--- src/rtl/divider_req_sequencer.sv ---
// Request queue and issue sequencer in front of divider_core: buffers tagged
// divide requests, runs them one at a time, returns tagged results. Optional
// signed operation is enabled by defining DIVSEQ_SIGNED_EN.
module divider_req_sequencer #(
  parameter int FIFO_DEPTH  = 4,
  parameter int TAG_W       = 4,
  parameter int TIMEOUT_CYC = 16
) (
  input  logic             clk,
  input  logic             rst_n,
  input  logic             in_valid,
  output logic             in_ready,
  input  logic [31:0]      in_num,
  input  logic [31:0]      in_den,
  input  logic [TAG_W-1:0] in_tag,
  output logic             out_valid,
  input  logic             out_ready,
  output logic [31:0]      out_quot,
  output logic [31:0]      out_rem,
  output logic [TAG_W-1:0] out_tag,
  output logic             out_dbz,
  output logic             out_err,
  output logic             busy,
  output logic             start_calc,
  output logic [31:0]      numerator,
  output logic [31:0]      denominator,
  input  logic             done_calc,
  input  logic [31:0]      div_output,
  input  logic [31:0]      div_remainder,
  output logic [1:0]       dbg_state
);

  // Both ports use valid/ready: a transfer happens on a rising edge where
  // valid && ready; the source holds valid and payload stable until then.

  localparam int AW    = (FIFO_DEPTH > 1) ? $clog2(FIFO_DEPTH) : 1;
  localparam int ENT_W = TAG_W + 64;
  localparam int CNT_W = (TIMEOUT_CYC > 1) ? $clog2(TIMEOUT_CYC) : 1;
  localparam logic [CNT_W-1:0] TO_LAST = CNT_W'((TIMEOUT_CYC > 0) ? TIMEOUT_CYC - 1 : 0);
  localparam logic [AW:0]      DEPTH_C = (AW + 1)'(FIFO_DEPTH);

  typedef enum logic [1:0] {
    S_IDLE = 2'd0,
    S_CALC = 2'd1,
    S_RESP = 2'd2
  } state_t;

  state_t state_q, state_d;

  logic [ENT_W-1:0] mem_q [FIFO_DEPTH];
  logic [AW-1:0]    wr_ptr_q, wr_ptr_d;
  logic [AW-1:0]    rd_ptr_q, rd_ptr_d;
  logic [AW:0]      count_q, count_d;

  logic             start_q, start_d;
  logic [31:0]      num_q, num_d;
  logic [31:0]      den_q, den_d;
  logic [TAG_W-1:0] tag_q, tag_d;
  logic             out_valid_q, out_valid_d;
  logic [31:0]      quot_q, quot_d;
  logic [31:0]      rem_q, rem_d;
  logic             dbz_q, dbz_d;
  logic             err_q, err_d;
  logic [CNT_W-1:0] cnt_q, cnt_d;

  logic             full, empty, push, pop, load;
  logic [ENT_W-1:0] head;
  logic [31:0]      head_num, head_den;
  logic [TAG_W-1:0] head_tag;
  logic [31:0]      num_mag, den_mag;
  logic [31:0]      quot_fix, rem_fix;

  assign full     = (count_q == DEPTH_C);
  assign empty    = (count_q == '0);
  assign push     = in_valid && !full;
  assign head     = mem_q[rd_ptr_q];
  assign head_num = head[31:0];
  assign head_den = head[63:32];
  assign head_tag = head[64 +: TAG_W];

`ifdef DIVSEQ_SIGNED_EN
  // The core only sees magnitudes; signs are reapplied on capture
  // (quotient sign = xor of operand signs, remainder follows the numerator).
  logic qneg_q, qneg_d;
  logic rneg_q, rneg_d;

  assign num_mag  = head_num[31] ? (~head_num + 32'd1) : head_num;
  assign den_mag  = head_den[31] ? (~head_den + 32'd1) : head_den;
  assign quot_fix = qneg_q ? (~div_output + 32'd1) : div_output;
  assign rem_fix  = rneg_q ? (~div_remainder + 32'd1) : div_remainder;
`else
  assign num_mag  = head_num;
  assign den_mag  = head_den;
  assign quot_fix = div_output;
  assign rem_fix  = div_remainder;
`endif

  always_comb begin
    state_d     = state_q;
    start_d     = start_q;
    num_d       = num_q;
    den_d       = den_q;
    tag_d       = tag_q;
    out_valid_d = out_valid_q;
    quot_d      = quot_q;
    rem_d       = rem_q;
    dbz_d       = dbz_q;
    err_d       = err_q;
    cnt_d       = cnt_q;
    load        = 1'b0;
`ifdef DIVSEQ_SIGNED_EN
    qneg_d      = qneg_q;
    rneg_d      = rneg_q;
`endif

    case (state_q)
      S_IDLE: begin
        if (!empty) load = 1'b1;
      end
      S_CALC: begin
        if (done_calc) begin
          quot_d      = quot_fix;
          rem_d       = rem_fix;
          dbz_d       = (den_q == 32'd0);
          err_d       = 1'b0;
          start_d     = 1'b0;
          out_valid_d = 1'b1;
          state_d     = S_RESP;
        end else if ((TIMEOUT_CYC != 0) && (cnt_q == TO_LAST)) begin
          quot_d      = 32'd0;
          rem_d       = 32'd0;
          dbz_d       = (den_q == 32'd0);
          err_d       = 1'b1;
          start_d     = 1'b0;
          out_valid_d = 1'b1;
          state_d     = S_RESP;
        end else begin
          cnt_d = cnt_q + CNT_W'(1);
        end
      end
      S_RESP: begin
        if (out_ready) begin
          out_valid_d = 1'b0;
          if (!empty) load = 1'b1;
          else        state_d = S_IDLE;
        end
      end
      default: state_d = S_IDLE;
    endcase

    // Shared issue path for IDLE and for the RESP-to-CALC shortcut.
    if (load) begin
      num_d   = num_mag;
      den_d   = den_mag;
      tag_d   = head_tag;
      start_d = 1'b1;
      cnt_d   = '0;
      state_d = S_CALC;
`ifdef DIVSEQ_SIGNED_EN
      qneg_d  = head_num[31] ^ head_den[31];
      rneg_d  = head_num[31];
`endif
    end
  end

  assign pop      = load;
  assign wr_ptr_d = push ? wr_ptr_q + AW'(1) : wr_ptr_q;
  assign rd_ptr_d = pop  ? rd_ptr_q + AW'(1) : rd_ptr_q;
  assign count_d  = count_q + (AW + 1)'(push) - (AW + 1)'(pop);

  always_ff @(posedge clk or negedge rst_n) begin
    if (!rst_n) begin
      state_q     <= S_IDLE;
      wr_ptr_q    <= '0;
      rd_ptr_q    <= '0;
      count_q     <= '0;
      start_q     <= 1'b0;
      num_q       <= '0;
      den_q       <= '0;
      tag_q       <= '0;
      out_valid_q <= 1'b0;
      quot_q      <= '0;
      rem_q       <= '0;
      dbz_q       <= 1'b0;
      err_q       <= 1'b0;
      cnt_q       <= '0;
`ifdef DIVSEQ_SIGNED_EN
      qneg_q      <= 1'b0;
      rneg_q      <= 1'b0;
`endif
    end else begin
      state_q     <= state_d;
      wr_ptr_q    <= wr_ptr_d;
      rd_ptr_q    <= rd_ptr_d;
      count_q     <= count_d;
      start_q     <= start_d;
      num_q       <= num_d;
      den_q       <= den_d;
      tag_q       <= tag_d;
      out_valid_q <= out_valid_d;
      quot_q      <= quot_d;
      rem_q       <= rem_d;
      dbz_q       <= dbz_d;
      err_q       <= err_d;
      cnt_q       <= cnt_d;
`ifdef DIVSEQ_SIGNED_EN
      qneg_q      <= qneg_d;
      rneg_q      <= rneg_d;
`endif
    end
  end

  // Queue storage needs no reset: only entries between the pointers are read.
  always_ff @(posedge clk) begin
    if (push) mem_q[wr_ptr_q] <= {in_tag, in_den, in_num};
  end

  assign in_ready    = !full;
  assign busy        = (state_q != S_IDLE) || !empty;
  assign start_calc  = start_q;
  assign numerator   = num_q;
  assign denominator = den_q;
  assign out_valid   = out_valid_q;
  assign out_quot    = quot_q;
  assign out_rem     = rem_q;
  assign out_tag     = tag_q;
  assign out_dbz     = dbz_q;
  assign out_err     = err_q;
  assign dbg_state   = state_q;

endmodule

--- config.mk ---
export PLATFORM = sky130hd
export DESIGN_NAME = divider_req_sequencer
export DESIGN_NICKNAME = d
export VERILOG_FILES = /design/src/rtl/divider_req_sequencer.sv
export SDC_FILE = /design/constraint.sdc
export NUM_CORES = 1
export LEC_CHECK = 0
export BUFFER_PORTS_ARGS = -buffer_cell sky130_fd_sc_hd__buf_4
export CORE_ASPECT_RATIO = 1.75
export CORE_MARGIN = 8
export CORE_UTILIZATION = 35
export CTS_CLUSTER_SIZE = 8
export DETAILED_ROUTE_END_ITERATION = 10
export PLACE_DENSITY_LB_ADDON = 0.08
export SLEW_MARGIN = 20
export SYNTH_ARGS = -nofsm -noshare
export SYNTH_HDL_FRONTEND = slang
export SYNTH_SLANG_ARGS = --single-unit
--- constraint.sdc ---
create_clock -name clk -period 6.75 [get_ports clk]
set_clock_uncertainty 0.05 [all_clocks]
set_input_delay 1.35 -clock clk [delete_from_list [all_inputs] [get_ports clk]]
set_output_delay 1.35 -clock clk [all_outputs]
set_load 0.03 [all_outputs]
==> flow_summary.yaml <==
cts:
  cts_made_buffers: 58
  insertion_delay_ns: 0.58
  clockBufferDepth: 3
  cts_tree: "done"
  cts.sinks: 421
  hold_buffers: 0
  path_clk_slew_ns: 0.05
  cts-htree-levels: 2
  cts_resized: 0
  post_cts_buffers: 0
  cts-root-buf: "clkbuf_16"
run_status:
  status: "completed"
placement:
  place_hpwl_mm: 23.59
  post_dp_cell_area_mm2: 0.01872
  gp_congestion: 0.6966
  port_buffers: 276
synth:
  netlist_area_mm2: 0.01613
  ys.flop_type: "edfxtp_1"
  ys_ff_latch: 421
  syn_nets: 875
  yosysSeqAreaShare_pct: 73.76
  syn_inst: 730
  yosysWarnings: 0
  async_reset_ff_share_pct: 35.39
  postSynthAreaPerCell_um2: 22.09
  synth_cell_types: 42
  synth_edf_count: 272
hold_path:
  hp-class: "reg -> reg"
worst_setup_path:
  critPathBufInv: 3
  arrival_ns: 3.73
  crit_family: "adder cells"
  slowest_stage: "ha_1"
  cp-end-kind: "flip-flop"
  slowest_delay_ns: 0.49
  critPathKind: "in -> reg"
  cp_max_fo: 70
  critPathLaunchType: "primary input"
  crit_chain: "buf_4, nor2b_2, or3_4, clkinv_8, ha_1, inv_1, ha_1, fa_1, xnor2_1, xnor2_1"
  cp_data_required_time_ns: 7.16
sta:
  slew_headroom_pct: 36.70
  max_freq_mhz: 300.9
  period_share_pct: 49.24
  slew_violations: 0
  rsz0062_at_grt: "false"
  min_period_ns: 3.324
  fin_tns_setup_ns: 0
  setup_viol: 0
  worstMarginPinSlew_ns: 0.9495
  hold_viol_final: 0
die:
  coreArea_mm2: 0.04580
  die-area_mm2: 0.05348
  die_h_um: 300.0
  io_pins: 277
  std_cell_rows: 104
  start_util_pct: 35.21
  fp.dieW_um: 178.3
cells_and_area:
  stdcell_area_mm2: 0.02036
  area_growth_pct: 26.25
  antennaDiodeCount: 0
  final_nets: 1183
  drive_gt1_share_pct: 40.09
routing:
  ant_nets: 0
  firstDrtPassIters: 4
  wire_per_inst_um: 23.27
  drc: 0
  drtIter0Drc: 362
  vias: 8220
  vias_per_cell: 4.943
  totalWireLength_mm: 38.70
power_and_ir_drop:
  power.share.switching_pct: 33.69
  leakage_nw: 8.178
  power_density_mw_per_mm2: 516.4
  p_switching_mw: 3.542
  power_frac_comb_pct: 36.3
  intPower_mw: 6.972
  ir_worst_vdd_mv: 0.3701
  seq_power_share_pct: 38.7
  power_frac_clock_pct: 25.0
global_route:
  grt_pass1_wl_mm: 57.70
  grt_pass1_vias: 9240
  grt_usage_pct: 14.23
  antenna_found_initial: 0
  overflow: 0
  grt_max_degree: 71
job:
  maxCapViolCount: 0
==> cell usage in the layout, fill, tap and decap left out, types with 2 or more instances in the layout <==
cell type	instances
buf_4	285
inv_1	7
and3_4	4
nand2_1	3
xnor2_1	4
ha_1	7
mux2i_1	3
nor4_1	8
a22o_1	64
clkbuf_16	58
o31ai_1	3
nand4_1	2
mux4_1	68
clkinv_8	2
mux2_4	69
nand2b_1	2
o21ai_0	3
edfxtp_1	272
dfrtp_1	147
dfrtp_4	2
inv_6	2
nand3_1	2
a31o_2	2
nor2_1	2
clkbuf_1	40
==> state kept, by name, summed over array words and instances, names as in the netlist, 3 cells and up <==
name,flops
denominator,32
out_rem,32
cnt_q,4
count_q,3
numerator,32
out_quot,32
out_tag,4
mem_q,272
==> synth_stat cells (2+ instances only) <==
cell type	instances	share of area (%)
dfrtp_1	149	23
buf_2	11	0.34
mux2_4	69	6.4
a31o_2	2	0.11
ha_1	7	0.54
xnor2_1	4	0.22
buf_12	4	0.50
a22o_1	64	3.5
nor4_1	8	0.31
nand2b_1	2	0.078
nand2_1	3	0.070
nor2_1	2	0.047
o21ai_0	3	0.093
inv_1	7	0.16
mux4_1	68	11
edfxtp_1	272	51
buf_6	8	0.56
o31ai_1	3	0.14
clkbuf_1	11	0.26
nand4_1	2	0.078
buf_8	3	0.28
mux2i_1	3	0.19
nand3_1	2	0.062
and3_1	5	0.19
==> routing by layer <==
metal	up-vias	routed length [µm]	global-route usage, %
met5	-	0	0
met4	0	750	4.286
met3	50	3480	4.648
met2	293	19860	25.41
met1	4247	14620	15.75
li1	3630	-	-
==> layout make-up <==
cell class                      instances  area, µm²
Timing Repair Buffer                  286       2151
Clock buffer                           98       1602
Fill cell                            4045      25440
Tap cell                              583      729.5
Inverter                                8      42.54
Multi-Input combinational cell        263       3894
Clock inverter                          4      38.79
Sequential cell                       421      11900
==> through the flow <==
stage	hold slack (ns)	setup WS [ns]	std cells	util, %	total power, mW
floorplan	0.4222	3.271	730	-	6.735
global placement	0.4233	2.800	1561	40.87	8.007
detailed placement	0.4304	2.791	1561	40.87	8.037
CTS	0.4429	3.405	1663	44.45	10.74
global route	0.4650	3.314	1663	44.45	11.06
finish	0.4382	3.426	1663	44.45	10.51
==> cells by family after synthesis <==
| logic type | Yosys count | share of synthesized area [%] |
|---|---|---|
| multiplexers | 140 | 17.69 |
| AND/OR/NAND/NOR | 34 | 1.397 |
| XOR/XNOR | 5 | 0.2715 |
| adder cells (fa/ha/maj) | 8 | 0.6672 |
| flip-flops | 421 | 73.76 |
| AO/OA/AOI/OAI | 76 | 3.988 |
| buffers and inverters | 46 | 2.227 |
==> worst paths after layout <==
kind	start	cells after the start	slack (ns)	endpoint
max in group asynchronous	rst_n	2	4.73	rd_ptr_q[1]$_DFFE_PN0P_
min in group asynchronous	rst_n	1	0.68	out_rem[8]$_DFFE_PN0P_
worst max-delay path	out_ready	10	3.43	count_q[2]$_DFF_PN0_
worst min register to register	start_calc$_DFFE_PN0P_	1	0.44	start_calc$_DFFE_PN0P_
worst min-delay path	start_calc$_DFFE_PN0P_	1	0.44	start_calc$_DFFE_PN0P_
worst max register to register	count_q[1]$_DFF_PN0_	9	3.78	count_q[2]$_DFF_PN0_
==> power by group through the flow <==
stage	clock network, mW	logic [mW]	registers [mW]
2_1_floorplan	0	2.01	4.72
3_3_place_gp	0	3.88	4.12
3_5_place_dp	0	3.91	4.13
4_1_cts	2.73	3.91	4.10
5_1_grt	2.83	4.06	4.17
6_report	2.63	3.81	4.07
Note: power is estimated with default switching activity, not from simulation.
